File: src/rtl/clkstep_ctl_pkg.sv
// Shared definitions for the run/halt/single-step clock controller.
package clkstep_ctl_pkg;

    // Controller state encoding; 2'b11 is illegal and treated as HALT.
    typedef enum logic [1:0] {
        ST_HALT = 2'b00,
        ST_RUN  = 2'b01,
        ST_STEP = 2'b10
    } state_e;

    // Stable cycles needed before a button level change is accepted.
    localparam int unsigned DEB_CYC_DEF = 16;

endpackage : clkstep_ctl_pkg

File: src/rtl/clkstep_ctl_btn_debounce.sv
// Button conditioner: 2-FF synchronizer, debounce filter, accepted level
// and a one-cycle pulse on each accepted 0->1 transition.
module btn_debounce
    import clkstep_ctl_pkg::*;
#(
    parameter int unsigned DEB_CYC = DEB_CYC_DEF
) (
    input  logic clk_i,
    input  logic rst_ni,
    input  logic btn_i,
    output logic pulse_o
);

    localparam int unsigned CW = (DEB_CYC > 2) ? $clog2(DEB_CYC) : 1;

    logic          meta_q;
    logic          sync_q;
    logic          acc_q,   acc_d;
    logic [CW-1:0] cnt_q,   cnt_d;
    logic          pulse_q, pulse_d;

    // Filter: count consecutive mismatch cycles, flip the accepted level
    // on the DEB_CYC-th one; any matching cycle restarts the count.
    always_comb begin
        acc_d   = acc_q;
        cnt_d   = '0;
        pulse_d = 1'b0;
        if (sync_q != acc_q) begin
            if (cnt_q == CW'(DEB_CYC - 1)) begin
                acc_d   = sync_q;
                pulse_d = sync_q;
            end else begin
                cnt_d = cnt_q + CW'(1);
            end
        end
    end

    // Synchronizer and filter state registers.
    always_ff @(posedge clk_i or negedge rst_ni) begin
        if (!rst_ni) begin
            meta_q  <= 1'b0;
            sync_q  <= 1'b0;
            acc_q   <= 1'b0;
            cnt_q   <= '0;
            pulse_q <= 1'b0;
        end else begin
            meta_q  <= btn_i;
            sync_q  <= meta_q;
            acc_q   <= acc_d;
            cnt_q   <= cnt_d;
            pulse_q <= pulse_d;
        end
    end

    assign pulse_o = pulse_q;

endmodule : btn_debounce

File: src/rtl/clkstep_ctl.sv
// Run/halt/single-step controller producing the registered edge-enable for
// the downstream positive-edge clock gate, plus a count of passed edges.
module clkstep_ctl
    import clkstep_ctl_pkg::*;
#(
    parameter int unsigned CNT_W   = 8,
    parameter int unsigned DEB_CYC = DEB_CYC_DEF,
    parameter int unsigned EDGE_W  = 16
) (
    input  logic              clk,
    input  logic              nrst,
    input  logic              run_req,
    input  logic              halt_req,
    input  logic              step_btn,
    input  logic [CNT_W-1:0]  step_n,
    input  logic              cpu_hlt,
    output logic              en,
    output logic              running,
    output logic [EDGE_W-1:0] edge_cnt
);

    state_e             state_q, state_d;
    logic               en_q,    en_d;
    logic               run_q,   run_d;
    logic [CNT_W-1:0]   rem_q,   rem_d;
    logic [EDGE_W-1:0]  edge_q;
    logic               hlt_meta_q;
    logic               hlt_s;
    logic               step_pulse;

    btn_debounce #(
        .DEB_CYC (DEB_CYC)
    ) u_step_deb (
        .clk_i   (clk),
        .rst_ni  (nrst),
        .btn_i   (step_btn),
        .pulse_o (step_pulse)
    );

    // CPU halt request synchronizer.
    always_ff @(posedge clk or negedge nrst) begin
        if (!nrst) begin
            hlt_meta_q <= 1'b0;
            hlt_s      <= 1'b0;
        end else begin
            hlt_meta_q <= cpu_hlt;
            hlt_s      <= hlt_meta_q;
        end
    end

    // Next state and next enable, in priority order: halt_req, then per state.
    always_comb begin
        state_d = state_q;
        en_d    = 1'b0;
        rem_d   = rem_q;
        if (halt_req) begin
            state_d = ST_HALT;
            rem_d   = '0;
        end else begin
            case (state_q)
                ST_RUN: begin
                    if (hlt_s) begin
                        state_d = ST_HALT;
                    end else begin
                        en_d = 1'b1;
                    end
                end
                ST_HALT: begin
                    if (run_req && !hlt_s) begin
                        state_d = ST_RUN;
                        en_d    = 1'b1;
                    end else if (step_pulse) begin
                        state_d = ST_STEP;
                        rem_d   = (step_n == '0) ? CNT_W'(1) : step_n;
                        en_d    = 1'b1;
                    end
                end
                ST_STEP: begin
                    // rem_q counts the enable cycles still owed, including the
                    // one already registered; the burst ends as it hits zero.
                    if (hlt_s || rem_q <= CNT_W'(1)) begin
                        state_d = ST_HALT;
                        rem_d   = '0;
                    end else begin
                        rem_d = rem_q - CNT_W'(1);
                        en_d  = 1'b1;
                    end
                end
                default: begin
                    state_d = ST_HALT;
                    rem_d   = '0;
                end
            endcase
        end
        run_d = (state_d != ST_HALT);
    end

    // Controller registers; reset drops en without waiting for a clock edge.
    always_ff @(posedge clk or negedge nrst) begin
        if (!nrst) begin
            state_q <= ST_HALT;
            en_q    <= 1'b0;
            run_q   <= 1'b0;
            rem_q   <= '0;
        end else begin
            state_q <= state_d;
            en_q    <= en_d;
            run_q   <= run_d;
            rem_q   <= rem_d;
        end
    end

    // Passed-edge counter: one count per gated edge, wrapping.
    always_ff @(posedge clk or negedge nrst) begin
        if (!nrst) begin
            edge_q <= '0;
        end else if (en_q) begin
            edge_q <= edge_q + EDGE_W'(1);
        end
    end

    assign en       = en_q;
    assign running  = run_q;
    assign edge_cnt = edge_q;

endmodule : clkstep_ctl

File: config.mk
export PLATFORM = sky130hd
export DESIGN_NAME = clkstep_ctl
export DESIGN_NICKNAME = d
export VERILOG_FILES = /design/src/rtl/clkstep_ctl_pkg.sv /design/src/rtl/clkstep_ctl_btn_debounce.sv /design/src/rtl/clkstep_ctl.sv
export SDC_FILE = /design/constraint.sdc
export NUM_CORES = 1
export LEC_CHECK = 0
export CORE_ASPECT_RATIO = 0.6
export CORE_MARGIN = 2
export CORE_UTILIZATION = 40
export CTS_CLUSTER_SIZE = 16
export DETAILED_ROUTE_END_ITERATION = 16
export PLACE_DENSITY = 0.76
export SYNTH_ARGS = -nofsm -noshare
export SYNTH_HDL_FRONTEND = slang
export SYNTH_SLANG_ARGS = --single-unit
File: constraint.sdc
create_clock -name clk -period 4.9 [get_ports clk]
set_input_delay 1.225 -clock clk [delete_from_list [all_inputs] [get_ports clk]]
set_output_delay 1.225 -clock clk [all_outputs]
set_load 0.005 [all_outputs]
==> results_dict.tcl, run 1 <==
set metrics [dict create \
    status "complete, no violations" \
    avgSynthCellArea_um2 11.5 \
    synth_ff_type "dfrtp_1" \
    synth-seq-cells 38 \
    grt_antenna_before_repair 0 \
    slew-limit-headroom 0.455 \
    cp-start-kind "primary input" \
    num_vias 1221 \
    finalPower_mw 0.673 \
    path_class "in -> reg" \
    cpPeakStageDelay_ns 0.55 \
    rows 18 \
    routed.top_layer "met4" \
    cts_root_buffer "clkbuf_8" \
    max-cap-violations 0 \
    skew_ns 0.00390 \
    timing.fmax_ghz 0.368 \
    post-route-drc-count 0 \
    die_x_um 89.8 \
    fin_setup_tns_ns 0 \
    crit_fanout 9 \
    n_antenna_cell 0 \
    die_h_um 55.5 \
    via_per_inst 4.90 \
    dpl-instance-area_mm2 0.00212 \
    cts.path.max_buffers 2 \
    synth_area_mm2 0.00177 \
    path_clk_slew_ns 0.07 \
    post-place-ws_ns 1.90 \
    final-hold-violation-count 0 \
    fin_nets 207 \
    hpwl_mm 2.35 \
    dieArea_mm2 0.00498 \
    placement.io_buffers 31 \
    grt_max_degree 39 \
    worstMarginPinSlew_ns 0.817 \
    min_period_over_period 0.555 \
    met3WireLength_um 204 \
    r2r_slack_ns 3.06 \
    final_cell_mix "38 x dfrtp_1, 30 x clkdlybuf4s50_1, 10 x xnor2_1, 10 x xor2_1, 9 x nor2_1" \
    wire_per_inst_um 13.2 \
    power_density_mw_per_mm2 306 \
    critPathRequiredTime_ns 5.13 \
    setup_viol 0 \
    period_needed_ns 2.72 \
    grt_use_total 0.141 \
    cts_sinks 38 \
    arrival_ns 2.95 \
    num_io_pins 32 \
    final_area_mm2 0.00220 \
    core_area_mm2 0.00417 \
    hp-class "reg -> reg" \
    cts_resized 0 \
    routed-wl-met2_mm 1.30 \
    clock_latency_ns 0.29 \
    numCtsBuffers 5 \
    post_cts_buffers 0 \
    totalWireLength_mm 3.28 \
    grt_pass1_vias 1188 \
    synth_nets 172 \
    place_congestion 0.826 \
    power.leakage_nw 0.979 \
    yosys_warnings 0 \
    drive_gt1_frac 0.0952 \
    r2r_cells 6 \
    syn-instance-count 154 \
    setup_ws_ns 2.18 \
    drt-pass1-iter-count 4 \
    crit_family "compound AO/OA/AOI/OAI gates" \
    maxSlewViolCount 0 \
    area_delta_synth_final_pct 24.7 \
    path_cells "clkdlybuf4s50_1, or4b_1, a31o_1, o22ai_1, a221o_1" \
    whs_ns 0.353 \
    initial_core_util 0.424 \
    peakVddDrop_mv 0.148 \
    gr-total-overflow 0 \
    grt_pass1_wl_mm 5.62 \
    hp-start "hlt_meta_q" \
    timing.rr.start "rem_q[0]" \
    synth_edf_count 0 \
    met1_length_mm 1.75 \
    hold_buffers 0 \
    critical_path.slowest_cell "or4b_1" \
    end_kind "flip-flop" \
    hold-path-cell-count 0 \
    cts_tree "yes" \
    layout_commonest_cell "dfrtp_1" \
    htreeDepth 2 \
    drt_iter0_markers 48 \
    r2r-end "rem_q[4]" \
    cp.buffers_inverters 1 \
    synth_async_sr_flop_share 1.00 \
    yosysSeqAreaShare 0.539 \
    rsz0062_at_grt "false" \
    holdPathEnd "hlt_s" \
    synth_cell_type_count 39 \
    ant_nets 0 \
]
-- Yosys cell counts (all sizes together) (3+ instances only) --
master,count,area [um^2]
nand2,5,18.8
a21oi,8,40.0
ha,4,50.1
xor2,10,87.6
buf,3,23.8
nor2b,5,31.3
nand3,5,25.0
nor4,3,25.0
inv,5,18.8
mux2,3,33.8
xnor2,10,87.6
and3,5,31.3
o22ai,6,37.5
nand4,4,25.0
nor3,3,15.0
dfrtp,38,951
nor3b,5,47.5
nor2,9,33.8
-- kinds of logic after synthesis --
family | Yosys count | synth area share
flops | 38 | 0.539
compound gates | 25 | 0.0914
xor+xnor | 20 | 0.0992
fa+ha+maj | 4 | 0.0283
mux | 5 | 0.0305
simple gates | 54 | 0.188
buf+inv | 8 | 0.0241
-- sequential cells by signal, indices dropped and copies added, names as in the netlist --
register and flops:
u_step_deb.acc_q 1, state_q 2, hlt_s 1, u_step_deb.pulse_o 1, u_step_deb.meta_q 1, en 1
rem_q 8, u_step_deb.cnt_q 4, edge_cnt 16, running 1, u_step_deb.sync_q 1, hlt_meta_q 1
-- layer usage --
metal,vias to the layer above,global-route usage
met4,0,0.0462
met1,566,0.205
met3,5,0.0518
li1,618,-
met5,-,0
met2,32,0.195
-- worst max-delay path by stage --
stage	from	to	depth (start not counted)
floorplan	halt_req	rem_q[4]	5
global placement	halt_req	rem_q[7]	5
detailed placement	halt_req	rem_q[4]	5
CTS	halt_req	rem_q[4]	5
global route	halt_req	rem_q[4]	5
finish	halt_req	rem_q[4]	5
-- power breakdown --
part           switching (mW)  leakage, nW  internal (mW)
Combinational          0.0331        0.425         0.0655
Sequential             0.0324        0.509          0.339
Clock                   0.107       0.0438         0.0955
Total                   0.173        0.979          0.500
-- per-stage QoR --
| step | util | instances |
|---|---|---|
| 6_report | 0.528 | 249 |
| 5_1_grt | 0.528 | 249 |
| 4_1_cts | 0.528 | 249 |
| 3_5_place_dp | 0.509 | 242 |
| 3_3_place_gp | 0.509 | 242 |
| 2_1_floorplan | - | 154 |
-- area by class of cell --
| cell class | instances | area, um^2 |
|---|---|---|
| clock buffers | 5 | 68.8 |
| clock inverters | 2 | 10.0 |
| multi-input cells | 108 | 772 |
| inverters | 5 | 18.8 |
| fillers | 379 | 1970 |
| flip-flops and latches | 38 | 951 |
| well taps | 60 | 75.1 |
| repair buffers | 31 | 305 |
Note: power is estimated with default switching activity, not from simulation.
==> run 2, diff against run 1 <==
==> constraint.sdc (replaced) <==
create_clock -name clk -period 2.8 [get_ports clk]
set_input_delay 0.7 -clock clk [delete_from_list [all_inputs] [get_ports clk]]
set_output_delay 0.7 -clock clk [all_outputs]
set_load 0.005 [all_outputs]
==> run 2 against run 1 <==
Effect of this change: design area up 1.5%; worst setup slack worse by 1.5 ns; clock power is 130% higher; combinational power up 73%; critical path depth did not move; clock-buffer cell count is 1 higher; power is 92% higher; register-to-register slack got worse by 2.1 ns.
==> results_dict.tcl, run 2 (same netlist as run 1, synthesis figures left out) <==
set metrics [dict create \
    cts_sinks 38 \
    hold-path-cell-count 0 \
    cts_root_buffer "clkbuf_8" \
    r2r_slack_ns 0.99 \
    post-route-drc-count 0 \
    r2r-end "rem_q[4]" \
    timing.fmax_ghz 0.461 \
    fin_nets 207 \
    numCtsBuffers 5 \
    place_congestion 0.826 \
    dpl.cell_count 242 \
    hold_buffers 0 \
    path_clk_slew_ns 0.07 \
    utilization 0.536 \
    htreeDepth 2 \
    die_h_um 55.5 \
    area_delta_synth_final_pct 26.6 \
    path_class "in -> reg" \
    max-cap-violations 0 \
    layout_commonest_cell "dfrtp_1" \
    post-place-ws_ns 0.314 \
    critical_path.slowest_cell "or4b_1" \
    hpwl_mm 2.33 \
    post_cts_buffers 0 \
    initial_core_util 0.424 \
    critPathRequiredTime_ns 3.03 \
    arrival_ns 2.40 \
    final_area_mm2 0.00223 \
    maxSlewViolCount 0 \
    clock_latency_ns 0.29 \
    via_per_inst 5.04 \
    r2r_cells 6 \
    cts_resized 0 \
    worstMarginPinSlew_ns 0.813 \
    drive_gt1_frac 0.0952 \
    dpl-instance-area_mm2 0.00212 \
    setup_viol 0 \
    skew_ns 0.00615 \
    final-hold-violation-count 0 \
    core_area_mm2 0.00417 \
    final_cells 249 \
    final_cell_mix "38 x dfrtp_1, 30 x clkdlybuf4s50_1, 10 x xnor2_1, 10 x xor2_1, 9 x nor2_1" \
    cp-start-kind "primary input" \
    grt_max_degree 39 \
    drt_iter0_markers 59 \
    crit_fanout 9 \
    num_io_pins 32 \
    hp-start "u_step_deb.meta_q" \
    hp-class "reg -> reg" \
    gr-total-overflow 0 \
    rsz0062_at_grt "false" \
    grt_pass1_wl_mm 5.51 \
    fin_setup_tns_ns 0 \
    grt_use_total 0.140 \
    status "complete, no violations" \
    cpPeakStageDelay_ns 0.55 \
    totalWireLength_mm 3.22 \
    power_density_mw_per_mm2 579 \
    largest_register_ffs 16 \
    fillers 376 \
    slew-limit-headroom 0.458 \
    multi_input_area_um2 772 \
    setup_ws_ns 0.630 \
    cts.path.max_buffers 2 \
    die_x_um 89.8 \
    register_area_um2 951 \
    drt-pass1-iter-count 4 \
    cts_tree "yes" \
    timing.rr.start "rem_q[0]" \
    period_needed_ns 2.17 \
    num_vias 1256 \
    holdPathEnd "u_step_deb.sync_q" \
    dieArea_mm2 0.00498 \
    wire_per_inst_um 12.9 \
    grt_pass1_vias 1181 \
    power.leakage_nw 0.992 \
    grt_antenna_before_repair 0 \
    peakVddDrop_mv 0.307 \
    placement.io_buffers 31 \
    rows 18 \
    n_antenna_cell 0 \
    end_kind "flip-flop" \
    path_cells "clkdlybuf4s50_1, or4b_1, a31o_1, o22ai_1, a221o_1" \
    ant_nets 0 \
    min_period_over_period 0.775 \
]
## run 2: changes by cell type in the layout (fill, tap and decap cells not counted), sizes merged
| cell | delta |
|---|---|
| clkinv | -2 |
| bufinv | +1 |
| clkbuf | +1 |
## run 2: how the worst max path moves through the flow
stage                   from       end  slack [ns]
finish              halt_req  rem_q[4]        0.63
floorplan           halt_req  rem_q[4]        0.95
detailed placement  halt_req  rem_q[4]        0.31
CTS                 halt_req  rem_q[4]        0.63
global route        halt_req  rem_q[4]        0.55
global placement    halt_req  rem_q[7]        0.38
## run 2: per-stage QoR
step / total power, mW / hold WS [ns]
after floorplan: 0.712 / 0.331
after global placement: 0.828 / 0.331
after detailed placement: 0.835 / 0.335
after CTS: 1.31 / 0.352
after global routing: 1.36 / 0.374
final: 1.29 / 0.348
## run 2: final cells by class
class / instances / area share
sequential: 38 / 0.426
multi-input combinational: 108 / 0.345
timing repair buffer: 31 / 0.137
clock buffer: 6 / 0.0370
tap: 60 / 0.0336
clock inverter: 1 / 0.0134
inverter: 5 / 0.00840
## run 2: worst max-delay path, delay by kind of cell
kind            cells  cell delay (ns)
compound gates      3             0.65
simple gates        1             0.55
buf+inv             1             0.50
## run 2: where the power goes
group	internal, mW	leakage (nW)	total [mW]	switching [mW]
logic	0.114	0.425	0.171	0.0570
registers	0.593	0.509	0.650	0.0567
clock network	0.285	0.0573	0.473	0.189
total	0.992	0.992	1.29	0.302
## run 2: layer usage
layer,vias up,share of wire,GRT usage
li1,624,-,-
met1,594,0.53,0.205
met2,32,0.39,0.189
met3,6,0.061,0.0491
met4,0,0.013,0.0527
met5,-,0,0
